### src/rtl/debounce_pkg.sv
// debounce_pkg: shared types and defaults for the debounce_sync switch/button conditioner.
package debounce_pkg;

    // Per-bit debounce FSM: two settled levels plus a qualifying state toward each.
    typedef enum logic [1:0] {
        STABLE_LO = 2'd0,
        WAIT_HI   = 2'd1,
        STABLE_HI = 2'd2,
        WAIT_LO   = 2'd3
    } db_state_t;

    // 10 ms hold time at a 100 MHz system clock.
    localparam int DB_TICKS_DEFAULT = 1_000_000;

endpackage

### src/rtl/db_bit.sv
// db_bit: one channel of debounce_sync. Contains a 2-flop synchronizer, the
// settle FSM with its hold counter, and (when DEBOUNCE_SYNC_EDGE_EN is defined)
// registered rise/fall pulses. Without the macro the pulse outputs are tied low.
module db_bit
    import debounce_pkg::*;
#(
    parameter int DB_TICKS = DB_TICKS_DEFAULT
) (
    input  logic clk,
    input  logic reset,
    input  logic raw_i,
    output logic db_o,
    output logic rise_o,
    output logic fall_o
);

    // Counter only ever has to reach DB_TICKS-1, so $clog2 bits are enough.
    localparam int              CW      = (DB_TICKS > 1) ? $clog2(DB_TICKS) : 1;
    localparam logic [CW-1:0]   CNT_MAX = CW'(DB_TICKS - 1);

    logic          sync1_q;
    logic          sync2_q;
    db_state_t     state_q;
    logic [CW-1:0] cnt_q;
    logic          db_q;

    // Two-stage synchronizer for the asynchronous pin level.
    always_ff @(posedge clk or negedge reset) begin
        if (!reset) begin
            sync1_q <= 1'b0;
            sync2_q <= 1'b0;
        end else begin
            sync1_q <= raw_i;
            sync2_q <= sync1_q;
        end
    end

    // Settle FSM: a new level must persist DB_TICKS cycles before db_q follows it.
    always_ff @(posedge clk or negedge reset) begin
        if (!reset) begin
            state_q <= STABLE_LO;
            cnt_q   <= '0;
            db_q    <= 1'b0;
        end else begin
            case (state_q)
                STABLE_LO: begin
                    if (sync2_q) begin
                        state_q <= WAIT_HI;
                        cnt_q   <= '0;
                    end
                end
                WAIT_HI: begin
                    if (!sync2_q) begin
                        state_q <= STABLE_LO;
                        cnt_q   <= '0;
                    end else if (cnt_q == CNT_MAX) begin
                        state_q <= STABLE_HI;
                        cnt_q   <= '0;
                        db_q    <= 1'b1;
                    end else begin
                        cnt_q   <= cnt_q + 1'b1;
                    end
                end
                STABLE_HI: begin
                    if (!sync2_q) begin
                        state_q <= WAIT_LO;
                        cnt_q   <= '0;
                    end
                end
                WAIT_LO: begin
                    if (sync2_q) begin
                        state_q <= STABLE_HI;
                        cnt_q   <= '0;
                    end else if (cnt_q == CNT_MAX) begin
                        state_q <= STABLE_LO;
                        cnt_q   <= '0;
                        db_q    <= 1'b0;
                    end else begin
                        cnt_q   <= cnt_q + 1'b1;
                    end
                end
                default: begin
                    state_q <= STABLE_LO;
                    cnt_q   <= '0;
                    db_q    <= 1'b0;
                end
            endcase
        end
    end

    assign db_o = db_q;

`ifdef DEBOUNCE_SYNC_EDGE_EN
    logic rise_q;
    logic fall_q;
    logic rise_d;
    logic fall_d;

    // The qualifying cycle of a WAIT state is exactly the cycle db_q is about to flip.
    assign rise_d = (state_q == WAIT_HI) && sync2_q  && (cnt_q == CNT_MAX);
    assign fall_d = (state_q == WAIT_LO) && !sync2_q && (cnt_q == CNT_MAX);

    // Edge pulses registered alongside db_q so they coincide with its change.
    always_ff @(posedge clk or negedge reset) begin
        if (!reset) begin
            rise_q <= 1'b0;
            fall_q <= 1'b0;
        end else begin
            rise_q <= rise_d;
            fall_q <= fall_d;
        end
    end

    assign rise_o = rise_q;
    assign fall_o = fall_q;
`else
    assign rise_o = 1'b0;
    assign fall_o = 1'b0;
`endif

endmodule

### src/rtl/debounce_sync.sv
// debounce_sync: W independent synchronize-and-debounce channels for board
// switches/buttons. Optional edge pulses are enabled by DEBOUNCE_SYNC_EDGE_EN.
module debounce_sync
    import debounce_pkg::*;
#(
    parameter int W        = 8,
    parameter int DB_TICKS = DB_TICKS_DEFAULT
) (
    input  logic         clk,
    input  logic         reset,
    input  logic [W-1:0] raw_in,
    output logic [W-1:0] db_out,
    output logic [W-1:0] rise_tick,
    output logic [W-1:0] fall_tick
);

    // One fully independent channel per input bit.
    generate
        for (genvar gi = 0; gi < W; gi++) begin : g_bit
            db_bit #(
                .DB_TICKS (DB_TICKS)
            ) u_db_bit (
                .clk    (clk),
                .reset  (reset),
                .raw_i  (raw_in[gi]),
                .db_o   (db_out[gi]),
                .rise_o (rise_tick[gi]),
                .fall_o (fall_tick[gi])
            );
        end
    endgenerate

endmodule

### config.mk
export PLATFORM = sky130hd
export DESIGN_NAME = debounce_sync
export DESIGN_NICKNAME = d
export VERILOG_FILES = /design/src/rtl/debounce_pkg.sv /design/src/rtl/db_bit.sv /design/src/rtl/debounce_sync.sv
export SDC_FILE = /design/constraint.sdc
export NUM_CORES = 1
export LEC_CHECK = 0
export ABC_AREA = 1
export ABC_CLOCK_PERIOD_IN_PS = 1680
export BUFFER_PORTS_ARGS = -buffer_cell sky130_fd_sc_hd__buf_2
export CORE_UTILIZATION = 60
export CTS_CLUSTER_SIZE = 8
export DETAILED_ROUTE_END_ITERATION = 7
export PLACE_DENSITY = 0.85
export SYNTH_ARGS = -nofsm -noshare
export SYNTH_HDL_FRONTEND = slang
export SYNTH_SLANG_ARGS = --single-unit
### constraint.sdc
create_clock -name clk -period 1.68 [get_ports clk]
set_input_delay 0.084 -clock clk [delete_from_list [all_inputs] [get_ports clk]]
set_output_delay 0.084 -clock clk [all_outputs]
set_load 0.01 [all_outputs]
==> summary.md, run 1 <==
| Metric | Value |
|---|---|
| Routed wl met2 | `12.5 mm` |
| Crit-path cells | `inv_1, nand2_1, nor3_1, nand3_2, nand2_4, inv_2, nand3_1, nand2_1` |
| Status | `complete, no violations` |
| Clk pin slew, worst setup/hold paths | `0.07 ns` |
| Sequential fraction of the synthesis area | `0.431` |
| WP depth | `8` |
| Most common cell after layout, fill and taps aside | `nand2_1` |
| CTS H-tree depth | `4` |
| Crit-path leading delay family | `simple AND/OR/NAND/NOR gates` |
| Most frequent cells in the layout | `nand2_1 (475), inv_1 (200), dfrtp_1 (200)` |
| Synth cell types | `37` |
| Routed Antenna Nets | `0` |
| Syn Area/Cell | `just over 7 um2` |
| # Max-Cap Violations | `0` |
| DPL Wire Length | `17.8 mm` |
| Port bufs | `17` |
| CP max stage delay | `between 0.4 and 0.5 ns` |
| Final Util | `0.704` |
| # diodes | `0` |
| Required time at the worst-slack endpoint | `about 2 ns` |
| Drt drc | `0` |
| Die Height | `141 um` |
| Die area | `about 20000 um2` |
| Final setup TNS | `0 ns` |
| Arr. time, crit path | `just under 2 ns` |
| Area grow syn2layout | `14.1%` |
| Die W | `approximately 140 um` |
| Routability cong. | `0.915` |
| Buf/Inv on CP | `2` |
| Fill count | `1444` |
| Starting density of the core | `0.617` |
| Most used cell along the critical path | `nand2_1` |
| Layout cells sized above 1 | `0.120` |
| Crit path time final | `1.62 ns` |
| Detailed Route WL | `25.5 mm` |
| All-layer global routing usage | `0.271` |
| Initial antenna violation count | `0` |
| Critical Path Fanout Max | `8` |
| CTS sink cnt | `200` |
| # IOs | `34` |
| Synth Cell Area | `11600 um2` |
| Met3 wire len | `1.14 mm` |
| Cell area power density | `863 nW/um2` |
| CP endpoint kind | `flip-flop` |
| Top sig layer | `met4` |
| Final Net Count | `1718` |
| Gate Count Post-Synth | `1606` |
| Initial DRC Count | `around 790` |
| CP max-delay cell | `dfrtp_1` |
| Clock Path Buffers | `2` |
| Grt ovf | `0` |
| Root Driver | `clkbuf_16` |
| Tcrit/Tclk final | `0.963` |
| Leakage | `6.12 nW` |
| Number of vias per cell | `about 5.4` |
| First-pass iteration count of the detailed router | `6` |
| Startpoint types | `flip-flop` |
| Clk Latency, worst-skew pair | `approximately 0.44 ns` |
| Synth warn | `0` |
| Async SR Flop Fraction | `1.00` |
| RSZ-0062 raised after global routing | `true` |
| Final worst slack | `about 0.062 ns` |
| DR WL/cell | `12.9 um` |
| First-pass GRT wire length | `approximately 44 mm` |
| Reg-to-Reg Start | `g_bit[0].u_db_bit.cnt_q[11]` |
| # rows | `50` |
| CTS tree | `built` |
| Final setup violation count | `0` |
| Final Power | `11.4 mW` |
| Pins Over Slew Limit | `0` |
| Worst vdd ir | `0.694 mV` |
| Largest net degree at the start of global routing | `62` |
| Reg2reg path depth | `8` |
| CTS Buf Count | `17` |
| Worst reg-to-reg setup slack | `between 0.06 and 0.07 ns` |
| Top_reg_cell synth | `dfrtp_1` |
| Vias | `10600` |
| Fin Clk Skew | `about 0.0098 ns` |
| Fmax | `0.618 GHz` |
| Vias in the first global route | `10200` |
| M1 wire length | `about 11 mm` |
| R2r endpoint | `g_bit[0].u_db_bit.cnt_q[17]` |
| Core area | `~19000 um2` |
| EDFF count, synth | `0` |
| Hold Crit Class | `in -> async` |
| Place WS | `-0.210 ns` |
| Worst setup path class | `reg -> reg` |
| Synth Register Bits | `200` |
| Final hold viol count | `0` |
==> cell families (layout without fill, tap and decap cells) <==
kind of cell	count (synthesis)	count (layout)	synth area share
flops	200	200	0.431
mux	1	1	0.000862
simple gates	949	950	0.358
buf+inv	249	340	0.0929
other cells	1	16	0.000323
xor+xnor	46	46	0.0347
compound gates	152	152	0.0734
fa+ha+maj	8	8	0.00862
==> registers in the layout (all words and copies together) (netlist names), named ones only <==
name	cells
g_bit.u_db_bit.state_q	8
g_bit.u_db_bit.db_o	8
g_bit.u_db_bit.sync2_q	8
g_bit.u_db_bit.cnt_q	160
g_bit.u_db_bit.sync1_q	8
==> cell usage after synthesis, drive strengths merged, types with 8 or more instances <==
cell    count  area, um2
nor3       43        246
dfrtp     200       5000
nor2      188        776
nand3     181        966
o21bai     16        120
a21oi      16       80.1
nand2     490       1870
xor2       35        307
buf        37        282
inv       206        776
ha          8        100
o21ai      81        409
nand4      37        238
xnor2      11       96.3
o22ai      37        231
==> power breakdown <==
group          switching [mW]  internal, mW
Clock                    1.81          2.39
Combinational            1.30         0.729
Sequential              0.182          5.03
==> metrics by stage <==
stage | hold slack (ns) | std cells | cell area, um2
floorplan | -0.212 | 1621 | 11700
global placement | -0.00811 | 1920 | 12300
detailed placement | -0.00527 | 1920 | 12300
CTS | 0.0897 | 1961 | 13000
global route | 0.103 | 1973 | 13300
finish | 0.0900 | 1973 | 13300
==> metal layers <==
layer / GRT usage / vias up
li1: - / 5318
met1: 0.352 / 4927
met2: 0.456 / 298
met3: 0.0516 / 56
met4: 0.0904 / 0
met5: 0 / -
==> timing repair <==
item                                    4_1_cts  5_1_grt
gates cloned                                  0        1
gates resized for setup                       4       45
endpoints found under the hold margin       208        0
pin swaps                                     0       11
endpoints found under the setup margin       39      125
setup buffers                                 0       11
hold buffers                                  9        0
==> area by class of cell <==
class,count,area (um2),area share
multi-input cells,1173,5760,0.434
repair buffers,99,786,0.0593
inverters,209,790,0.0595
clock inverters,11,146,0.0110
clock buffers,21,450,0.0340
flip-flops and latches,200,5000,0.377
well taps,260,325,0.0245
==> how the worst max path moves through the flow <==
stage / end / slack [ns] / from
6_report: g_bit[0].u_db_bit.cnt_q[17] / 0.06 / g_bit[0].u_db_bit.cnt_q[11]
5_1_grt: g_bit[0].u_db_bit.cnt_q[18] / -0.08 / g_bit[0].u_db_bit.cnt_q[11]
4_1_cts: flip-flop / 0.01 / g_bit[6].u_db_bit.cnt_q[0]
3_5_place_dp: g_bit[4].u_db_bit.cnt_q[19] / -0.21 / g_bit[4].u_db_bit.cnt_q[0]
3_3_place_gp: g_bit[4].u_db_bit.cnt_q[14] / -0.13 / g_bit[4].u_db_bit.cnt_q[0]
2_1_floorplan: g_bit[7].u_db_bit.cnt_q[17] / 0.18 / g_bit[7].u_db_bit.cnt_q[0]
Power figures use the tool's default switching activity.
==> run 2: changes to the inputs <==
--- a/config.mk
+++ b/config.mk
@@ -8,10 +8,12 @@
 export ABC_AREA = 1
 export ABC_CLOCK_PERIOD_IN_PS = 1680
 export BUFFER_PORTS_ARGS = -buffer_cell sky130_fd_sc_hd__buf_2
-export CORE_UTILIZATION = 60
+export CELL_PAD_IN_SITES_DETAIL_PLACEMENT = 0
+export CELL_PAD_IN_SITES_GLOBAL_PLACEMENT = 2
+export CORE_UTILIZATION = 37
 export CTS_CLUSTER_SIZE = 8
 export DETAILED_ROUTE_END_ITERATION = 7
-export PLACE_DENSITY = 0.85
+export PLACE_DENSITY = 0.89
 export SYNTH_ARGS = -nofsm -noshare
 export SYNTH_HDL_FRONTEND = slang
 export SYNTH_SLANG_ARGS = --single-unit
==> run 2 against run 1 <==
The run now ends with design-rule violations left. Non-clock buffer count rose by 47. Fmax rose by 1.5%. Via count shrank 3.1%. Clock power hardly changed. Worst hold slack better by 0.053 ns. Design area up 4.2%. Clock-buffer cell count decreased by 4. Clock skew increased by 0.0048 ns. Final cell count increased by 9.3%. Critical path depth grew 2. First-iteration DRC count fell by 22%. Sequential cell count is the same.
==> summary.md, run 2 (synthesized netlist as in run 1, its figures left out) <==
| Metric | Value |
|---|---|
| Status | `finished, violations left` |
| Failing checks | `design-rule violations` |
| First-pass iteration count of the detailed router | `7 (+1)` |
| Vias | `10300 (-3.1%)` |
| Layout cells sized above 1 | `0.144 (+0.0246)` |
| Number of vias per cell | `4.76 (-11%)` |
| Grt ovf | `0 (unchanged)` |
| Worst reg-to-reg setup slack | `0.09 ns (+0.02 ns)` |
| Routed Antenna Nets | `0 (unchanged)` |
| Pins Over Slew Limit | `0 (unchanged)` |
| Detailed Route WL | `27.1 mm (+6.1%)` |
| Most common cell after layout, fill and taps aside | `nand2_1` |
| Required time at the worst-slack endpoint | `2.03 ns (+0.03 ns)` |
| Hold_ws | `0.143 ns (+0.0526 ns)` |
| Final setup violation count | `0 (unchanged)` |
| Reg2reg path depth | `10 (+2)` |
| Clk Latency, worst-skew pair | `0.45 ns (about the same)` |
| Vias in the first global route | `9841 (-3.1%)` |
| Fin Clk Skew | `0.0146 ns (+0.00480 ns)` |
| Hold Crit Class | `in -> async` |
| Die W | `179 um (+27%)` |
| Largest net degree at the start of global routing | `49 (-21%)` |
| Cell area after layout | `13800 um2 (+4.2%)` |
| CTS H-tree depth | `4 (unchanged)` |
| # diodes | `0 (unchanged)` |
| Fmax | `0.628 GHz (+1.5%)` |
| Drt drc | `2 (+2)` |
| Final Net Count | `1765 (+2.7%)` |
| Routability cong. | `0.852 (-6.9%)` |
| # IOs | `34 (unchanged)` |
| Die area | `32100 um2 (+61%)` |
| CTS Buf Count | `17 (unchanged)` |
| Area grow syn2layout | `19.0%` |
| CTS tree | `built` |
| CTS sink cnt | `200 (unchanged)` |
| Clk pin slew, worst setup/hold paths | `0.08 ns (about the same)` |
| Core area | `30700 um2 (+63%)` |
| Final hold viol count | `0 (unchanged)` |
| Worst setup path class | `reg -> reg` |
| Final setup TNS | `0 ns (unchanged)` |
| Cell area power density | `834 nW/um2 (-3.3%)` |
| DP Area | `12800 um2 (+4.1%)` |
| DR WL/cell | `12.6 um (-2.9%)` |
| # Max-Cap Violations | `0 (unchanged)` |
| First-pass GRT wire length | `46.5 mm (+5.1%)` |
| Port bufs | `17 (unchanged)` |
| All-layer global routing usage | `0.178 (-0.0923)` |
| Clock Path Buffers | `2 (unchanged)` |
| Max FFs per register | `160 (unchanged)` |
| Arr. time, crit path | `1.94 ns (about the same)` |
| Fill count | `3136 (+120%)` |
| Leakage | `6.38 nW (+4.2%)` |
| Die Height | `179 um (+27%)` |
| Root Driver | `clkbuf_16` |
| Starting density of the core | `0.378 (-0.239)` |
| Critical Path Fanout Max | `4 (-4)` |
| Top reg by flops | `g_bit.u_db_bit.cnt_q` |
| Worst vdd ir | `0.740 mV (+6.7%)` |
| Tcrit/Tclk final | `0.948 (-0.0146)` |
| Final Power | `11.5 mW (+0.77%)` |
| Most frequent cells in the layout | `nand2_1 (476), inv_1 (200), dfrtp_1 (199)` |
| Initial DRC Count | `620 (-22%)` |
| DPL Wire Length | `19.6 mm (+10%)` |
| Startpoint types | `flip-flop` |
| # rows | `64 (+28%)` |
| Initial antenna violation count | `0 (unchanged)` |
| CP endpoint kind | `flip-flop` |
| Crit path time final | `1.59 ns (-0.0245 ns)` |
run 2: area by class of cell:
cell class,instances,area [um2],share of cell area
Clock buffer,17,425,0.0308
Clock inverter,15,158,0.0114
Inverter,209,792,0.0573
Multi-Input combinational cell,1173,5790,0.419
Sequential cell,200,5010,0.362
Tap cell,396,495,0.0358
Timing Repair Buffer,146,1160,0.0836
run 2: metrics by stage:
| stage | utilization | worst slack (ns) | instances |
|---|---|---|---|
| after floorplan | - | 0.185 | 1621 |
| after global placement | 0.417 | -0.253 | 2098 |
| after detailed placement | 0.417 | -0.260 | 2098 |
| after CTS | 0.440 | 0.000442 | 2139 |
| after global routing | 0.450 | -0.0138 | 2156 |
| final | 0.450 | 0.0866 | 2156 |
run 2: worst paths after layout:
kind / endpoint / startpoint
worst min register to register: g_bit[6].u_db_bit.sync2_q / g_bit[6].u_db_bit.sync1_q
min in group clk: g_bit[5].u_db_bit.sync1_q / raw_in[5]
worst max register to register: g_bit[4].u_db_bit.cnt_q[16] / g_bit[4].u_db_bit.cnt_q[1]
worst min-delay path: g_bit[3].u_db_bit.cnt_q[14] / reset
worst max-delay path: g_bit[4].u_db_bit.cnt_q[16] / g_bit[4].u_db_bit.cnt_q[1]
max in group asynchronous: g_bit[7].u_db_bit.cnt_q[17] / reset
run 2: worst max-delay path: stages (launching register included):
cell and delay, ns:
dfrtp_1 0.42, ha_4 0.17, nand2_4 0.06, buf_6 0.12, nor2_4 0.14, nand2_2 0.09
nor2_4 0.18, buf_6 0.12, nand3_2 0.05, nand3_1 0.09, nand2_1 0.05
run 2: power breakdown:
part / switching [mW] / internal, mW / total (mW) / leakage (nW)
clock network: 2.09 / 2.11 / 4.20 / 0.278
registers: 0.193 / 5.03 / 5.22 / 2.72
logic: 1.30 / 0.807 / 2.11 / 3.38
run 2: routing by layer:
layer / track usage / share of wire
met5: 0 / 0
met4: 0.0382 / 0.0076
met3: 0.0301 / 0.025
met2: 0.296 / 0.46
met1: 0.243 / 0.51
run 2: timing repair:
item / in CTS / in global routing
endpoints found under the hold margin: 206 / 0
pin swaps: 0 / 14
hold buffers: 9 / 0
setup buffers: 0 / 16
cloned: 0 / 1
resized for setup: 8 / 48
setup endpoints to repair: 46 / 114
